File: config.mk
export PLATFORM = sky130hd
export DESIGN_NAME = dmem_arbiter
export DESIGN_NICKNAME = d
export VERILOG_FILES = /design/src/rtl/dmem_arbiter_pkg.sv /design/src/rtl/dmem_arbiter_rr.sv /design/src/rtl/dmem_arbiter.sv
export SDC_FILE = /design/constraint.sdc
export NUM_CORES = 1
export LEC_CHECK = 0
export CAP_MARGIN = 30
export CORE_AREA = 2 2 117 119
export DETAILED_ROUTE_END_ITERATION = 8
export DIE_AREA = 0 0 119 121
export HOLD_SLACK_MARGIN = 0.03
export PLACE_DENSITY = 0.66
export REMOVE_ABC_BUFFERS = 1
export SETUP_SLACK_MARGIN = 0.3
export SYNTH_ARGS = -nofsm -noshare
export SYNTH_HDL_FRONTEND = slang
export SYNTH_SLANG_ARGS = --single-unit
File: constraint.sdc
create_clock -name clk -period 4.89 [get_ports clk]
set_input_delay 1.467 -clock clk [delete_from_list [all_inputs] [get_ports clk]]
set_output_delay 1.467 -clock clk [all_outputs]
set_load 0.01 [all_outputs]
File: src/rtl/dmem_arbiter_pkg.sv
`default_nettype none
// +----------------------------------------------------------------------+
// | dmem_arbiter_pkg : shared types for the data-memory port arbiter     |
// | rev 1.0                                                              |
// +----------------------------------------------------------------------+
package dmem_arbiter_pkg;

  localparam int DATA_W          = 32;
  localparam int DATA_ADDR_W     = 32;
  localparam int DATA_MEM_OFFSET = 2;
  localparam int DMEM_MAX_PORTS  = 4;

  typedef logic [DATA_W-1:0]                 DataPath;
  typedef logic [DATA_ADDR_W-1:0]            DataAddrPath;
  // Sized for the largest legal port count so one type serves every build.
  typedef logic [$clog2(DMEM_MAX_PORTS)-1:0] DmemPortIdx;

  typedef struct packed {
    logic        write;
    DataAddrPath addr;
    DataPath     data;
  } DmemReq;

  typedef struct packed {
    logic    valid;
    logic    write;
    logic    err;
    DataPath data;
  } DmemRsp;

  function automatic logic is_aligned(input logic [DATA_MEM_OFFSET-1:0] lsbs);
    return lsbs == '0;
  endfunction

endpackage
`default_nettype wire

File: src/rtl/dmem_arbiter_rr.sv
`default_nettype none
// +----------------------------------------------------------------------+
// | rr_arbiter : combinational round-robin pick starting at ptr          |
// | rev 1.0                                                              |
// +----------------------------------------------------------------------+
module rr_arbiter #(
  parameter int NUM_PORTS = 2
) (
  input  logic [NUM_PORTS-1:0]         reqVec,
  input  logic [$clog2(NUM_PORTS)-1:0] ptr,
  output logic [NUM_PORTS-1:0]         grant,
  output logic [$clog2(NUM_PORTS)-1:0] win,
  output logic                         anyGrant
);

  localparam int PORT_W = $clog2(NUM_PORTS);

  function automatic logic [PORT_W-1:0] wrap_idx(input logic [PORT_W-1:0] base, input int off);
    int s;
    s = int'(base) + off;
    if (s >= NUM_PORTS) s = s - NUM_PORTS;
    return PORT_W'(s);
  endfunction

  always_comb begin
    grant    = '0;
    win      = '0;
    anyGrant = 1'b0;
    for (int i = 0; i < NUM_PORTS; i++) begin
      if (!anyGrant && reqVec[wrap_idx(ptr, i)]) begin
        anyGrant               = 1'b1;
        win                    = wrap_idx(ptr, i);
        grant[wrap_idx(ptr, i)] = 1'b1;
      end
    end
  end

endmodule
`default_nettype wire

File: src/rtl/dmem_arbiter.sv
`default_nettype none
// +----------------------------------------------------------------------+
// | dmem_arbiter : round-robin sharing of the single-port data memory    |
// | rev 1.0                                                              |
// +----------------------------------------------------------------------+
module dmem_arbiter
  import dmem_arbiter_pkg::*;
#(
  parameter int NUM_PORTS = 2,
  parameter int CNT_W     = 16
) (
  input  logic                                clk,
  input  logic                                rst,
  input  logic [NUM_PORTS-1:0]                reqValid,
  output logic [NUM_PORTS-1:0]                reqReady,
  input  logic [NUM_PORTS-1:0]                reqWrite,
  input  logic [NUM_PORTS-1:0][DATA_ADDR_W-1:0] reqAddr,
  input  logic [NUM_PORTS-1:0][DATA_W-1:0]    reqData,
  output logic [NUM_PORTS-1:0]                rspValid,
  output logic                                rspWrite,
  output logic                                rspErr,
  output logic [DATA_W-1:0]                   rspData,
  output logic [DATA_ADDR_W-1:0]              memAddr,
  output logic [DATA_W-1:0]                   memDataIn,
  output logic                                memWrEnable,
  input  logic [DATA_W-1:0]                   memDataOut,
  output logic [NUM_PORTS-1:0][CNT_W-1:0]     grantCnt
);

  localparam int PORT_W = $clog2(NUM_PORTS);

  logic [PORT_W-1:0]    rr_ptr;
  logic [PORT_W-1:0]    next_ptr;
  logic [NUM_PORTS-1:0] grant;
  logic [PORT_W-1:0]    win;
  logic                 any_grant;
  logic                 accept;
  logic                 aligned;
  logic                 fwd;
  DmemReq               sel_req;
  DmemRsp               rsp;

  logic                 rsp_valid;
  DmemPortIdx           rsp_port;
  logic                 rsp_write;
  logic                 rsp_err;

  rr_arbiter #(.NUM_PORTS(NUM_PORTS)) u_rr (
    .reqVec   (reqValid),
    .ptr      (rr_ptr),
    .grant    (grant),
    .win      (win),
    .anyGrant (any_grant)
  );

  // Nothing is granted while reset is held, so requesters never see a stale ready.
  assign accept  = any_grant & rst;
  assign sel_req = '{write: reqWrite[win], addr: reqAddr[win], data: reqData[win]};
  assign aligned = is_aligned(sel_req.addr[DATA_MEM_OFFSET-1:0]);
  assign fwd     = accept & aligned;

  assign reqReady    = accept ? grant : '0;
  assign memAddr     = fwd ? sel_req.addr : '0;
  assign memDataIn   = fwd ? sel_req.data : '0;
  assign memWrEnable = fwd & sel_req.write;

  always_comb begin
    if (win == PORT_W'(NUM_PORTS - 1)) next_ptr = '0;
    else                               next_ptr = win + 1'b1;
  end

  always_ff @(posedge clk) begin
    if (!rst) begin
      rr_ptr    <= '0;
      rsp_valid <= 1'b0;
      rsp_port  <= '0;
      rsp_write <= 1'b0;
      rsp_err   <= 1'b0;
      grantCnt  <= '0;
    end else begin
      rsp_valid <= accept;
      rsp_port  <= DmemPortIdx'(win);
      rsp_write <= sel_req.write;
      rsp_err   <= !aligned;
      if (accept) begin
        rr_ptr <= next_ptr;
        if (grantCnt[win] != '1) grantCnt[win] <= grantCnt[win] + 1'b1;
      end
    end
  end

  // DMem's registered read address lines its output up with the response cycle.
  always_comb begin
    rsp.valid = rsp_valid & rst;
    rsp.write = rsp.valid & rsp_write;
    rsp.err   = rsp.valid & rsp_err;
    rsp.data  = (rsp.valid && !rsp_write && !rsp_err) ? memDataOut : '0;
  end

  always_comb begin
    rspValid = '0;
    for (int p = 0; p < NUM_PORTS; p++) begin
      rspValid[p] = rsp.valid && (rsp_port == DmemPortIdx'(p));
    end
  end

  assign rspWrite = rsp.write;
  assign rspErr   = rsp.err;
  assign rspData  = rsp.data;

endmodule
`default_nettype wire

Word-level counts from Yosys, hierarchy flattened
Cells that the tools add are included.
Operators by class
  multipliers: 0
  eq/ne operators: 2
  order comparisons: 10
  div/mod/pow operators: 0
  add/sub/neg operators: 5
  shift-type cells: 0
  reductions and logical operators: 15
  bitwise logic cells: 7
  mux-type cells: 34
Operators with widths (count)
  2-to-1 mux 32 bit: 7
  2-to-1 mux 16 bit: 3
  bitwise mux 32 bit: 1
  2-to-1 mux 1 bit: 17
  adder 16 x 1 -> 16 bit, second input constant: 1
  demux 16 bit (select 1 bit): 1
  != test 16 bit, second input constant: 1
  less-than comparator 1 x 2 -> 1 bit, second input constant: 5
  logical AND 1 bit: 8
  bitwise AND 1 bit: 6
  2-to-1 mux 2 bit: 3
  zero test 1 bit: 4
  zero test 2 bit: 2
  >= comparator 1 bit, second input constant: 3
  adder 1 x 1 -> 2 bit, second input constant: 1
  demux 1 bit (select 1 bit): 2
  == test 2 x 1 -> 1 bit, second input constant: 1
  >= comparator 1 x 2 -> 1 bit, second input constant: 1
  >= comparator 2 bit, second input constant: 1
  bitwise OR 2 bit: 1
  AND reduction 2 bit: 1
  subtractor 1 bit, second input constant: 2
  adder 1 bit, second input constant: 1
Word-level totals
  output and inout port bits: 135
  logic and storage cells: 81
  RAM bits: 0
  register bits: 38
  bits in latches: 0
  memories kept: 0
  ROM bits: 0
  input bits: 166

Longest topological paths before layout
  depth in word-level cells: 15
  depth in mapped cells: 15
  mapped depth without buffers: 11

Modules after synthesis
From an unflattened synthesis, not the netlist that was laid out.
Second synthesis, totals
  cells, all modules: 418
  area total of the unflattened synthesis: 3286.9 um^2
By module, submodules not included
  dmem_arbiter: cells each 413, times used 1, area an instance 3254.4 um^2
  rr_arbiter: cells each 5, times used 1, area an instance 32.5 um^2

Worst setup path before layout
No wires, ideal clock.
  path kind: input -> output
  from: input port reqValid[0]
  to: output port memAddr[10]
  setup slack: 0.686 ns
  required time: 3.423 ns
  stages: 7
  path buffers: 3
  arrival time: 2.737 ns
  cells stage by stage: nand2b_4 > and2_1 > buf_4 > clkbuf_1 > clkbuf_1 > nand2_1 > a21oi_1
On the way
  longest elaborated chain between the ends: 11
  elaborated cells between the ends (all ways): 16
  those cells by class: mux (11); bitwise (2); reduce/logical (3)
RTL lines
  start, declared: RTL line dmem_arbiter.sv:14  | input logic [NUM_PORTS-1:0] reqValid,
  2-to-1 mux 1 bit (implied by the code) (2 in a row): RTL line dmem_arbiter_rr.sv:30  | if (!anyGrant && reqVec[wrap_idx(ptr, i)]) begin
  2-to-1 mux 1 bit: RTL line dmem_arbiter_rr.sv:30
  zero test 1 bit: RTL line dmem_arbiter_rr.sv:30
  logical AND 1 bit: RTL line dmem_arbiter_rr.sv:30
  2-to-1 mux 1 bit: RTL line dmem_arbiter_rr.sv:30
  2-to-1 mux 32 bit (implied by the code) (2 in a row): RTL line dmem_arbiter.sv:58  | assign sel_req = '{write: reqWrite[win], addr: reqAddr[win], data: reqData[win]};
  zero test 2 bit: RTL line dmem_arbiter_pkg.sv:32  | return lsbs == '0;
  bitwise AND 1 bit: RTL line dmem_arbiter.sv:60  | assign fwd = accept & aligned;
  2-to-1 mux 32 bit *: RTL line dmem_arbiter.sv:63  | assign memAddr = fwd ? sel_req.addr : '0;
  end, declared: RTL line dmem_arbiter.sv:23  | output logic [DATA_ADDR_W-1:0] memAddr,
Every way passes the cells marked *; elsewhere a longest branch is shown, timed or not. The select of a mux whose other input is x is not followed.

Worst setup path in the final report
  from: input port rst
  to: output port rspData[1]
On the way
  longest elaborated chain between the ends: 4
RTL lines
  start, declared: RTL line dmem_arbiter.sv:13  | input logic rst,
  bitwise AND 1 bit: RTL line dmem_arbiter.sv:94  | rsp.valid = rsp_valid & rst;
  logical AND 1 bit (2 in a row): RTL line dmem_arbiter.sv:97  | rsp.data = (rsp.valid && !rsp_write && !rsp_err) ? memDataOut : '0;
  2-to-1 mux 32 bit: RTL line dmem_arbiter.sv:97
  end, declared: RTL line dmem_arbiter.sv:22  | output logic [DATA_W-1:0] rspData,
No other way between the ends.

==> summary.md <==
| Metric | Value |
|---|---|
| Fill count | `1298` |
| Sequential area share after synthesis | `24.4%` |
| CTS buffer count | `5` |
| Vias in the first global route | `4165` |
| Area of the multi-input gates | `2150 um^2` |
| Starting DRT DRC Count | `184` |
| CP Class | `input port to output pin` |
| Starting Density | `23.2%` |
| CP Data Arrival Time | `3010 ps` |
| Critical path's largest stage delay | `560 ps` |
| Minimum clock period | `4480 ps` |
| Post-synth top flop | `dfxtp_1` |
| I/O Buffers | `298` |
| Fin. max-slew vios | `0` |
| Worst Setup End Kind | `output pin` |
| Mapped Cells | `473` |
| First-pass DRT Iterations | `4` |
| VDD IR max | `0.000163 V` |
| Setup slack after layout | `411 ps` |
| Largest net degree at the start of global routing | `54` |
| Final setup viols | `0` |
| Total Routed Length | `15200 um` |
| # Max-Cap Violations | `0` |
| CTS tree | `done` |
| Die W | `119 um` |
| Clock Path Buffers | `2` |
| Top post-synthesis cells by area | `dfxtp_1, nand2_1, a21oi_1, and2_1, mux2i_1` |
| Clock sink total | `37` |
| Hold Vio Cnt, Final | `0` |
| Pwr Density | `149 nW/um^2` |
| Critical Path, Cell by Cell | `dlygate4sd2_1 -> nand2_1 -> nor3_2 -> buf_12 -> and2_1 -> clkdlybuf4s50_1` |
| CTS root buf | `clkbuf_16` |
| Full die area | `14400 um^2` |
| Top-count cell post-synth | `nand2_1` |
| Global-route wire length before repair | `22800 um` |
| Ys Warns | `0` |
| Register area | `741 um^2` |
| Synth cell count leaders | `nand2_1, a21oi_1, and2_1, dfxtp_1, nor2_1` |
| Dpl ws | `-258 ps` |
| GRT Total Usage | `19.7%` |
| Hold_buf cts | `0` |
| Routability congestion estimate | `0.869` |
| P_leak | `2.67 nW` |
| RSZ-0062 raised after global routing | `true` |
| Grt ovf | `0` |
| #FFs+latches synth | `37` |
| Share of cells above drive strength 1 | `9.77%` |
| DRC | `0` |
| FMAX | `223 MHz` |
| Total power | `0.937 mW` |
| Worst-Skew Late Latency | `280 ps` |
| Area leader, netlist | `dfxtp_1` |
| Layout area overhead | `107%` |
| Yosys cell types | `48` |
| Post-DRT Antenna Nets | `0` |
| Path category of the worst min-delay check | `register to register` |
| Number of enable flip-flop cells after synthesis | `0` |
| Worst-path fanout max | `32` |
| # Post-CTS Setup Buffers | `0` |
| WL per Instance | `16.1 um` |
| Mapped Avg Cell Area | `6.41 um^2` |
| Async S/R FF share, synth | `0%` |
| Setup TNS | `0 ps` |
| Worst setup SP type | `input port` |
| Core footprint | `13100 um^2` |
| Yosys top cell area share | `24.4%` |
| Die Span Y | `121 um` |
| Post-DP HPWL | `12100 um` |
| Antenna violations before repair | `1` |
| Clk slew on worst S/H paths | `50 ps` |
| # rows | `42` |
| Status | `finished clean` |
| Final Net Count | `934` |
| Final period utilization | `91.6%` |
| Clk_skew | `3.17 ps` |
| H-Tree Depth | `2` |
| IO Count | `301` |
| Vias | `4306` |
| Critical path's slowest cell | `clkdlybuf4s50_1` |
| Post-Syn Area | `3030 um^2` |
| Vias per cell | `4.56` |
| Worst Path Required | `3420 ps` |
==> report_power, final <==
part | switching [mW] | internal, mW | leakage, nW
logic | 0.127 | 0.195 | 2.30
clock network | 0.112 | 0.189 | 0.0652
registers | 0.00571 | 0.307 | 0.300
total | 0.245 | 0.692 | 2.67
==> what timing repair did <==
item	4_1_cts	5_1_grt
resized for setup	73	63
gates cloned	1	0
setup endpoints to repair	97	33
==> path summary, 6_finish.rpt <==
kind               start           to  slack, ps  depth (start not counted)
setup / recovery     rst   rspData[1]        410                          6
hold / removal    rr_ptr       rr_ptr        480                          2
setup reg to reg  rr_ptr  grantCnt[6]       1780                         12
hold reg to reg   rr_ptr       rr_ptr        480                          2
==> through the flow <==
| stage | instances | utilization [%] | instance area [um^2] | hold WS, ps |
|---|---|---|---|---|
| 2_1_floorplan | 442 | - | 2890 | 450 |
| 3_3_place_gp | 935 | 48.1 | 6300 | 463 |
| 3_5_place_dp | 935 | 48.1 | 6300 | 471 |
| 4_1_cts | 944 | 48.9 | 6390 | 480 |
| 5_1_grt | 944 | 48.0 | 6290 | 508 |
| 6_report | 945 | 48.1 | 6290 | 479 |
==> state kept, by name, indices dropped and copies added, names as in the netlist <==
register / cells
grantCnt: 32
rsp_port: 1
rr_ptr: 1
rsp_valid: 1
rsp_err: 1
rsp_write: 1
==> critical path, delay by kind of cell <==
| family | cells | cell delay, ps |
|---|---|---|
| buf+inv | 3 | 1050 |
| simple gates | 3 | 490 |
==> kinds of logic after synthesis <==
logic type,after synthesis,synth area share (%)
compound gates,92,17.2
flops,37,24.4
xor+xnor,11,3.18
other cells,1,0.124
fa+ha+maj,1,0.412
buf+inv,38,5.57
mux,18,5.98
simple gates,275,43.1
==> final cells by class <==
class | instances | area share (%)
inverter | 6 | 0.358
timing repair buffer | 318 | 48.0
clock buffer | 8 | 2.17
sequential | 37 | 11.8
antenna | 1 | 0.0398
tap | 176 | 3.50
multi-input combinational | 399 | 34.2
==> cells in the final DEF, fill, tap and decap left out, drive strengths merged, types with 2 or more instances in the layout <==
master and count:
nor4 3, and3 5, nand4 10, nand2b 8
nand4b 2, a31oi 3, xor2 6, clkdlybuf4s50 232
inv 6, nand2 151, a21o 2, dlygate4sd2 32
clkbuf 38, a22oi 2, a21boi 2, a21oi 72
buf 20, dfxtp 37, and2 38, clkdlybuf4s15 3
nor3 10, mux2i 17, o21ai 6, conb 2
nor2 29, xnor2 5, or3 3, nand3 10
and4 2
==> per-layer routing <==
layer  wire length, um  GRT usage, %  up-vias
li1                  -             -     2175
met1              6440          24.4     1964
met2              7590          35.1      141
met3               799          3.34       26
met4               391          5.73        0
met5                 0             0        -
No activity file was read; power rests on OpenSTA's default activity.
